File: config.mk
export PLATFORM = sky130hd
export DESIGN_NAME = parking_gate_arbiter
export DESIGN_NICKNAME = d
export VERILOG_FILES = /design/src/rtl/parking_pkg.sv /design/src/rtl/parking_gate_timer.sv /design/src/rtl/parking_gate_arbiter.sv
export SDC_FILE = /design/constraint.sdc
export NUM_CORES = 1
export LEC_CHECK = 0
export ABC_CLOCK_PERIOD_IN_PS = 2000
export CAP_MARGIN = 20
export CORE_MARGIN = 8
export CORE_UTILIZATION = 47
export DETAILED_ROUTE_END_ITERATION = 12
export HOLD_SLACK_MARGIN = 0.1
export PLACE_DENSITY = 0.76
export SETUP_SLACK_MARGIN = 0.3
export SLEW_MARGIN = 5
export SYNTH_ARGS = -nofsm -noshare
export SYNTH_HDL_FRONTEND = slang
export SYNTH_HIERARCHICAL = 1
export SYNTH_SLANG_ARGS = --single-unit
File: constraint.sdc
create_clock -name clk -period 2 [get_ports clk]
set_input_delay 0.4 -clock clk [delete_from_list [all_inputs] [get_ports clk]]
set_output_delay 0.4 -clock clk [all_outputs]
set_load 0.005 [all_outputs]
File: src/rtl/parking_pkg.sv
// Shared types and default sizing for the parking gate arbiter and the parking system.
package parking_pkg;

  typedef enum logic [1:0] {
    IDLE       = 2'd0,
    OPEN_ENTRY = 2'd1,
    OPEN_EXIT  = 2'd2,
    CLOSE      = 2'd3
  } gate_state_t;

  typedef enum logic {
    LANE_ENTRY = 1'b0,
    LANE_EXIT  = 1'b1
  } lane_t;

  localparam int DEF_CAPACITY     = 8;
  localparam int DEF_CNT_W        = 4;
  localparam int DEF_OPEN_CYCLES  = 16;
  localparam int DEF_CLOSE_CYCLES = 4;

  function automatic int max_int(input int a, input int b);
    return (a > b) ? a : b;
  endfunction

endpackage

File: src/rtl/parking_gate_timer.sv
// Up-counter with synchronous clear and a terminal-count flag; shared by the OPEN and CLOSE phases.
module parking_gate_timer #(
  parameter int W = 4
) (
  input  logic         clk,
  input  logic         reset,
  input  logic         clear,
  input  logic         en,
  input  logic [W-1:0] term,
  output logic [W-1:0] count,
  output logic         tc
);

  logic [W-1:0] count_q;
  logic [W-1:0] count_d;

  always_comb begin
    count_d = count_q;
    if (clear) begin
      count_d = '0;
    end else if (en) begin
      count_d = count_q + 1'b1;
    end
  end

  always_ff @(posedge clk or posedge reset) begin
    if (reset) begin
      count_q <= '0;
    end else begin
      count_q <= count_d;
    end
  end

  assign count = count_q;
  assign tc    = (count_q == term);

endmodule

File: src/rtl/parking_gate_arbiter.sv
// Arbitrates the single barrier gate between entrance and exit lanes, tracks lot occupancy
// and refuses authorised entries while the lot is full. All outputs are registered.
module parking_gate_arbiter
  import parking_pkg::*;
#(
  parameter int CAPACITY     = DEF_CAPACITY,
  parameter int CNT_W        = DEF_CNT_W,
  parameter int OPEN_CYCLES  = DEF_OPEN_CYCLES,
  parameter int CLOSE_CYCLES = DEF_CLOSE_CYCLES
) (
  input  logic             clk,
  input  logic             reset,
  input  logic             entry_req,
  input  logic             entry_auth,
  input  logic             exit_req,
  input  logic             car_passed,
  output logic             gate_open,
  output logic             grant_entry,
  output logic             grant_exit,
  output logic             reject_entry,
  output logic [CNT_W-1:0] occupancy,
  output logic             full,
  output logic             empty,
  output gate_state_t      dbg_state
);

  localparam int TMR_W = $clog2(max_int(max_int(OPEN_CYCLES, CLOSE_CYCLES), 2));

  // Handshake: a lane is served while its grant is high; the grant ends on car_passed
  // (one-cycle pulse, sampled only while the gate is open) or on the open timeout.

  gate_state_t      state_q, state_d;
  lane_t            last_q, last_d;
  logic [CNT_W-1:0] occ_q, occ_d;
  logic             full_q, full_d;
  logic             empty_q, empty_d;
  logic             gate_open_q, gate_open_d;
  logic             grant_entry_q, grant_entry_d;
  logic             grant_exit_q, grant_exit_d;
  logic             reject_q, reject_d;
  logic             armed_q, armed_d;
  logic             rst_hold_q;

  logic             tmr_clear, tmr_en, tmr_tc;
  logic [TMR_W-1:0] tmr_term, tmr_count;
  logic             entry_elig, exit_elig, entry_refused;

  assign tmr_term = (state_q == CLOSE) ? TMR_W'(CLOSE_CYCLES - 1) : TMR_W'(OPEN_CYCLES - 1);

  parking_gate_timer #(.W(TMR_W)) u_timer (
    .clk   (clk),
    .reset (reset),
    .clear (tmr_clear),
    .en    (tmr_en),
    .term  (tmr_term),
    .count (tmr_count),
    .tc    (tmr_tc)
  );

  assign entry_elig    = entry_req & entry_auth & ~full_q;
  assign exit_elig     = exit_req & ~empty_q;
  assign entry_refused = entry_req & entry_auth & full_q & armed_q;

  always_comb begin
    state_d   = state_q;
    last_d    = last_q;
    occ_d     = occ_q;
    reject_d  = 1'b0;
    tmr_clear = 1'b0;
    tmr_en    = 1'b0;
    // A refusal re-arms only once the entrant leaves the sensor.
    armed_d   = entry_req ? armed_q : 1'b1;

    if (!rst_hold_q) begin
      unique case (state_q)
        IDLE: begin
          tmr_clear = 1'b1;
          if (entry_refused) begin
            reject_d = 1'b1;
            armed_d  = 1'b0;
          end
          if (entry_elig && exit_elig) begin
            if (last_q == LANE_ENTRY) begin
              state_d = OPEN_EXIT;
              last_d  = LANE_EXIT;
            end else begin
              state_d = OPEN_ENTRY;
              last_d  = LANE_ENTRY;
            end
          end else if (entry_elig) begin
            state_d = OPEN_ENTRY;
            last_d  = LANE_ENTRY;
          end else if (exit_elig) begin
            state_d = OPEN_EXIT;
            last_d  = LANE_EXIT;
          end
        end
        OPEN_ENTRY, OPEN_EXIT: begin
          if (car_passed) begin
            occ_d     = (state_q == OPEN_ENTRY) ? occ_q + 1'b1 : occ_q - 1'b1;
            state_d   = CLOSE;
            tmr_clear = 1'b1;
          end else if (tmr_tc) begin
            state_d   = CLOSE;
            tmr_clear = 1'b1;
          end else begin
            tmr_en = 1'b1;
          end
        end
        CLOSE: begin
          if (tmr_tc) begin
            state_d   = IDLE;
            tmr_clear = 1'b1;
          end else begin
            tmr_en = 1'b1;
          end
        end
        default: state_d = IDLE;
      endcase
    end

    gate_open_d   = (state_d == OPEN_ENTRY) || (state_d == OPEN_EXIT);
    grant_entry_d = (state_d == OPEN_ENTRY);
    grant_exit_d  = (state_d == OPEN_EXIT);
    full_d        = (occ_d == CNT_W'(CAPACITY));
    empty_d       = (occ_d == '0);
  end

  // rst_hold_q gives a synchronous release: the first edge after reset only drops the hold.
  always_ff @(posedge clk or posedge reset) begin
    if (reset) begin
      rst_hold_q    <= 1'b1;
      state_q       <= IDLE;
      last_q        <= LANE_ENTRY;
      occ_q         <= '0;
      full_q        <= 1'b0;
      empty_q       <= 1'b1;
      gate_open_q   <= 1'b0;
      grant_entry_q <= 1'b0;
      grant_exit_q  <= 1'b0;
      reject_q      <= 1'b0;
      armed_q       <= 1'b1;
    end else begin
      rst_hold_q    <= 1'b0;
      state_q       <= state_d;
      last_q        <= last_d;
      occ_q         <= occ_d;
      full_q        <= full_d;
      empty_q       <= empty_d;
      gate_open_q   <= gate_open_d;
      grant_entry_q <= grant_entry_d;
      grant_exit_q  <= grant_exit_d;
      reject_q      <= reject_d;
      armed_q       <= armed_d;
    end
  end

  assign gate_open    = gate_open_q;
  assign grant_entry  = grant_entry_q;
  assign grant_exit   = grant_exit_q;
  assign reject_entry = reject_q;
  assign occupancy    = occ_q;
  assign full         = full_q;
  assign empty        = empty_q;
  assign dbg_state    = state_q;

endmodule

==> summary.txt <==
Outcome
  – Status: finished, violations left
  – Failing checks: setup timing

STA
  – Crit share post-route: 103%
  – RSZ-0062 raised after global routing: yes
  – Setup TNS: -0.122 ns
  – Skew final: 0.0132 ns
  – Slew @ Worst Pin: 0.604 ns
  – Final setup margin: -0.0503 ns
  – Final setup fails: 3
  – Fin. Hold Viols: 0
  – Max-slew headroom: 59.7%
  – Final slew viol count: 0
  – FMAX: 488 MHz
  – Period minus WS final: 2.05 ns

Cells and area
  – Layout area overhead: 43.1%
  – Area of the multi-input gates: 718 um^2
  – Layout cells sized above 1: 35.8%
  – Nets: 165
  – # diodes: 0
  – Post-route insts no fill: 176
  – Fillers: 171
  – Register area: 479 um^2

Yosys
  – Cell count after synthesis: 112
  – Fraction of registers with async set/reset: 100%
  – Commonest cells post-synth: 16 x dfrtp_1, 12 x inv_1, 11 x nor2_1
  – Netlist cell types: 38
  – Number of synthesized flops with an enable pin: 0
  – Ranking of synthesized cells by area: dfrtp_1 36%, ha_1 10%, dfstp_2 7.0%
  – Post-Syn Area per Cell: 10.0 um^2
  – Top-area cell type share of the netlist area: 35.8%
  – Sequential fraction of the synthesis area: 42.8%
  – Synth Flop Type: dfrtp_1
  – Yosys warns: 6
  – Most common cell in the netlist: dfrtp_1
  – Post-Synthesis Cell Area: 0.00112 mm^2
  – Yosys reg bits: 19
  – Area leader, netlist: dfrtp_1

Setup path
  – Worst-path cell chain: ha_2 > inv_2 > xor2_2 > nor4_4 > nor2b_2 > o21bai_1 > a2bb2oi_2 > o22ai_2 > ha_1 > inv_1
  – Reg2reg setup slack: -0.05 ns
  – CP max FO: 4
  – Critical path arrival: 2.25 ns
  – CP Launch Type: flip-flop
  – CP max-delay cell: dfrtp_1
  – R2r endpoint: gate_open
  – Worst r2r src: dbg_state[0]
  – R2R cell count: 10
  – Worst Setup SP: dbg_state[0]
  – Type of the worst setup path: flip-flop to flip-flop
  – Crit end category: flip-flop
  – CP max stage delay: 0.40 ns
  – Required time worst endpoint: 2.20 ns

Place
  – RePlAce Congestion: 0.801
  – IO Port Bufs: 17
  – DP Cell Count: 169
  – DPL Wire Length: 1.82 mm

Route
  – Met2 WL: 1.24 mm
  – Top Metal Used: met4
  – WL met3: 115 um
  – Routed vias/inst: 5.08
  – Detail Route Antenna Nets: 0
  – Final wirelength: 2.46 mm
  – Routed length per instance: 14.0 um
  – DRT iter0 DRCs: 31
  – Routed vias: 894
  – Met1 Routed Length: 1.04 mm
  – Residual DRC: 0
  – Initial DRT Pass Iterations: 4

Global route
  – Pin count of the biggest net entering global routing: 16
  – Global-route wire length before repair: 4.06 mm
  – Total Routing Usage GR: 12.2%
  – Vias in the first global route: 951
  – Overflow after GRT: 0
  – Initial antenna violation count: 0

Clock tree
  – H-tree depth: 1
  – Worst-Skew Late Latency: 0.30 ns
  – Root Driver: clkbuf_4
  – TritonCTS Buffers: 3
  – Clk slew on worst S/H paths: 0.11 ns
  – Clock buffer depth: 2
  – Clock tree from TritonCTS: done
  – Clock Sinks: 19

Floorplan
  – # IOs: 18
  – Floorplan row count: 17
  – Die W: 64.8 um
  – Overall die area: 0.00420 mm^2
  – Initial core utilization: 50.1%
  – Core Region: 0.00223 mm^2
  – Die height: 64.8 um

Power and ir drop
  – VDD IR max: 866 uV
  – Lkg Pwr: 0.757 nW
  – PD cells: 1350 mW/mm^2

Job
  – # Max-Cap Violations: 0

Min path
  – Worst min path class: input pin to async pin
## cell usage in the layout (no fill, tap or decap), types with 2 or more instances in the layout
cell and count:
dfrtp_1 16, buf_4 15, clkdlybuf4s50_1 13, inv_1 9, nor2_1 9, nand2_1 6
a21oi_1 6, xor2_2 3, nor2b_1 3, a21oi_2 3, ha_4 3, ha_2 3
ha_1 3, dfstp_2 3, clkbuf_4 3, conb_1 3, inv_2 2, o21ai_0 2
xnor2_1 2, nand3_1 2, nor2_2 2, o22a_2 2, mux2i_1 2, dlymetal6s2s_1 2
dlygate4sd2_1 2, xor2_1 2
## worst max-delay path by stage
stage,to,slack [ns],cells past startpoint
6_report,gate_open,-0.05,10
5_1_grt,gate_open,-0.20,10
4_1_cts,gate_open,-0.09,10
2_1_floorplan,gate_open,-0.13,10
3_3_place_gp,gate_open,-0.04,10
3_5_place_dp,gate_open,-0.13,10
## metrics by stage
stage	instance area (um^2)	util, %	worst slack, ns	total power [mW]	hold WS [ns]
after global placement	1440	64.5	-0.0360	1.70	0.455
final	1600	71.8	-0.0503	2.16	0.309
after floorplan	1150	-	-0.132	1.29	0.166
after detailed placement	1440	64.5	-0.125	1.76	0.460
after global routing	1600	71.8	-0.203	2.34	0.306
after CTS	1540	68.9	-0.0926	2.08	0.312
## layer usage
metal  track usage [%]  up-vias
li1                  -      446
met1              13.3      428
met2              21.2       15
met3              3.44        5
met4              5.72        0
met5                 0        -
## cell families after synthesis
kind of cell	Yosys count	synth area share [%]
buf+inv	14	5.36
xor+xnor	7	5.47
simple gates	34	17.0
fa+ha+maj	10	11.8
mux	3	3.13
compound gates	23	13.7
flops	19	42.8
other cells	2	0.671
## cell type report
type                       instances  area share [%]
multi-input combinational         80            44.8
sequential                        19            29.9
tap                               28            2.19
timing repair buffer              33            18.5
clock buffer                       4            1.64
inverter                          12            2.97
## power breakdown
group,internal [mW],switching [mW]
clock,0.0778,0.119
combinational,0.711,0.647
sequential,0.515,0.0873
## flip-flops by register name (all words and copies together), names as in the netlist
name           cells
gate_open          1
grant_entry        1
empty              1
grant_exit         1
occupancy          4
last_q             1
rst_hold_q         1
u_timer/count      4
dbg_state          2
full               1
reject_entry       1
armed_q            1
## critical path, delay by kind of cell (launching register included)
family          cells  cell delay, ns
compound gates      3            0.45
flops               1            0.40
simple gates        2            0.40
fa+ha+maj           2            0.48
buf+inv             2            0.13
xor+xnor            1            0.09
## repair_timing
| action | in CTS | in global routing |
|---|---|---|
| setup endpoints to repair | 16 | 15 |
| hold buffers | 0 | 0 |
| pin swaps | 8 | 6 |
| setup buffers | 3 | 0 |
| gates resized for setup | 15 | 13 |
Note: power is estimated with default switching activity, not from simulation.
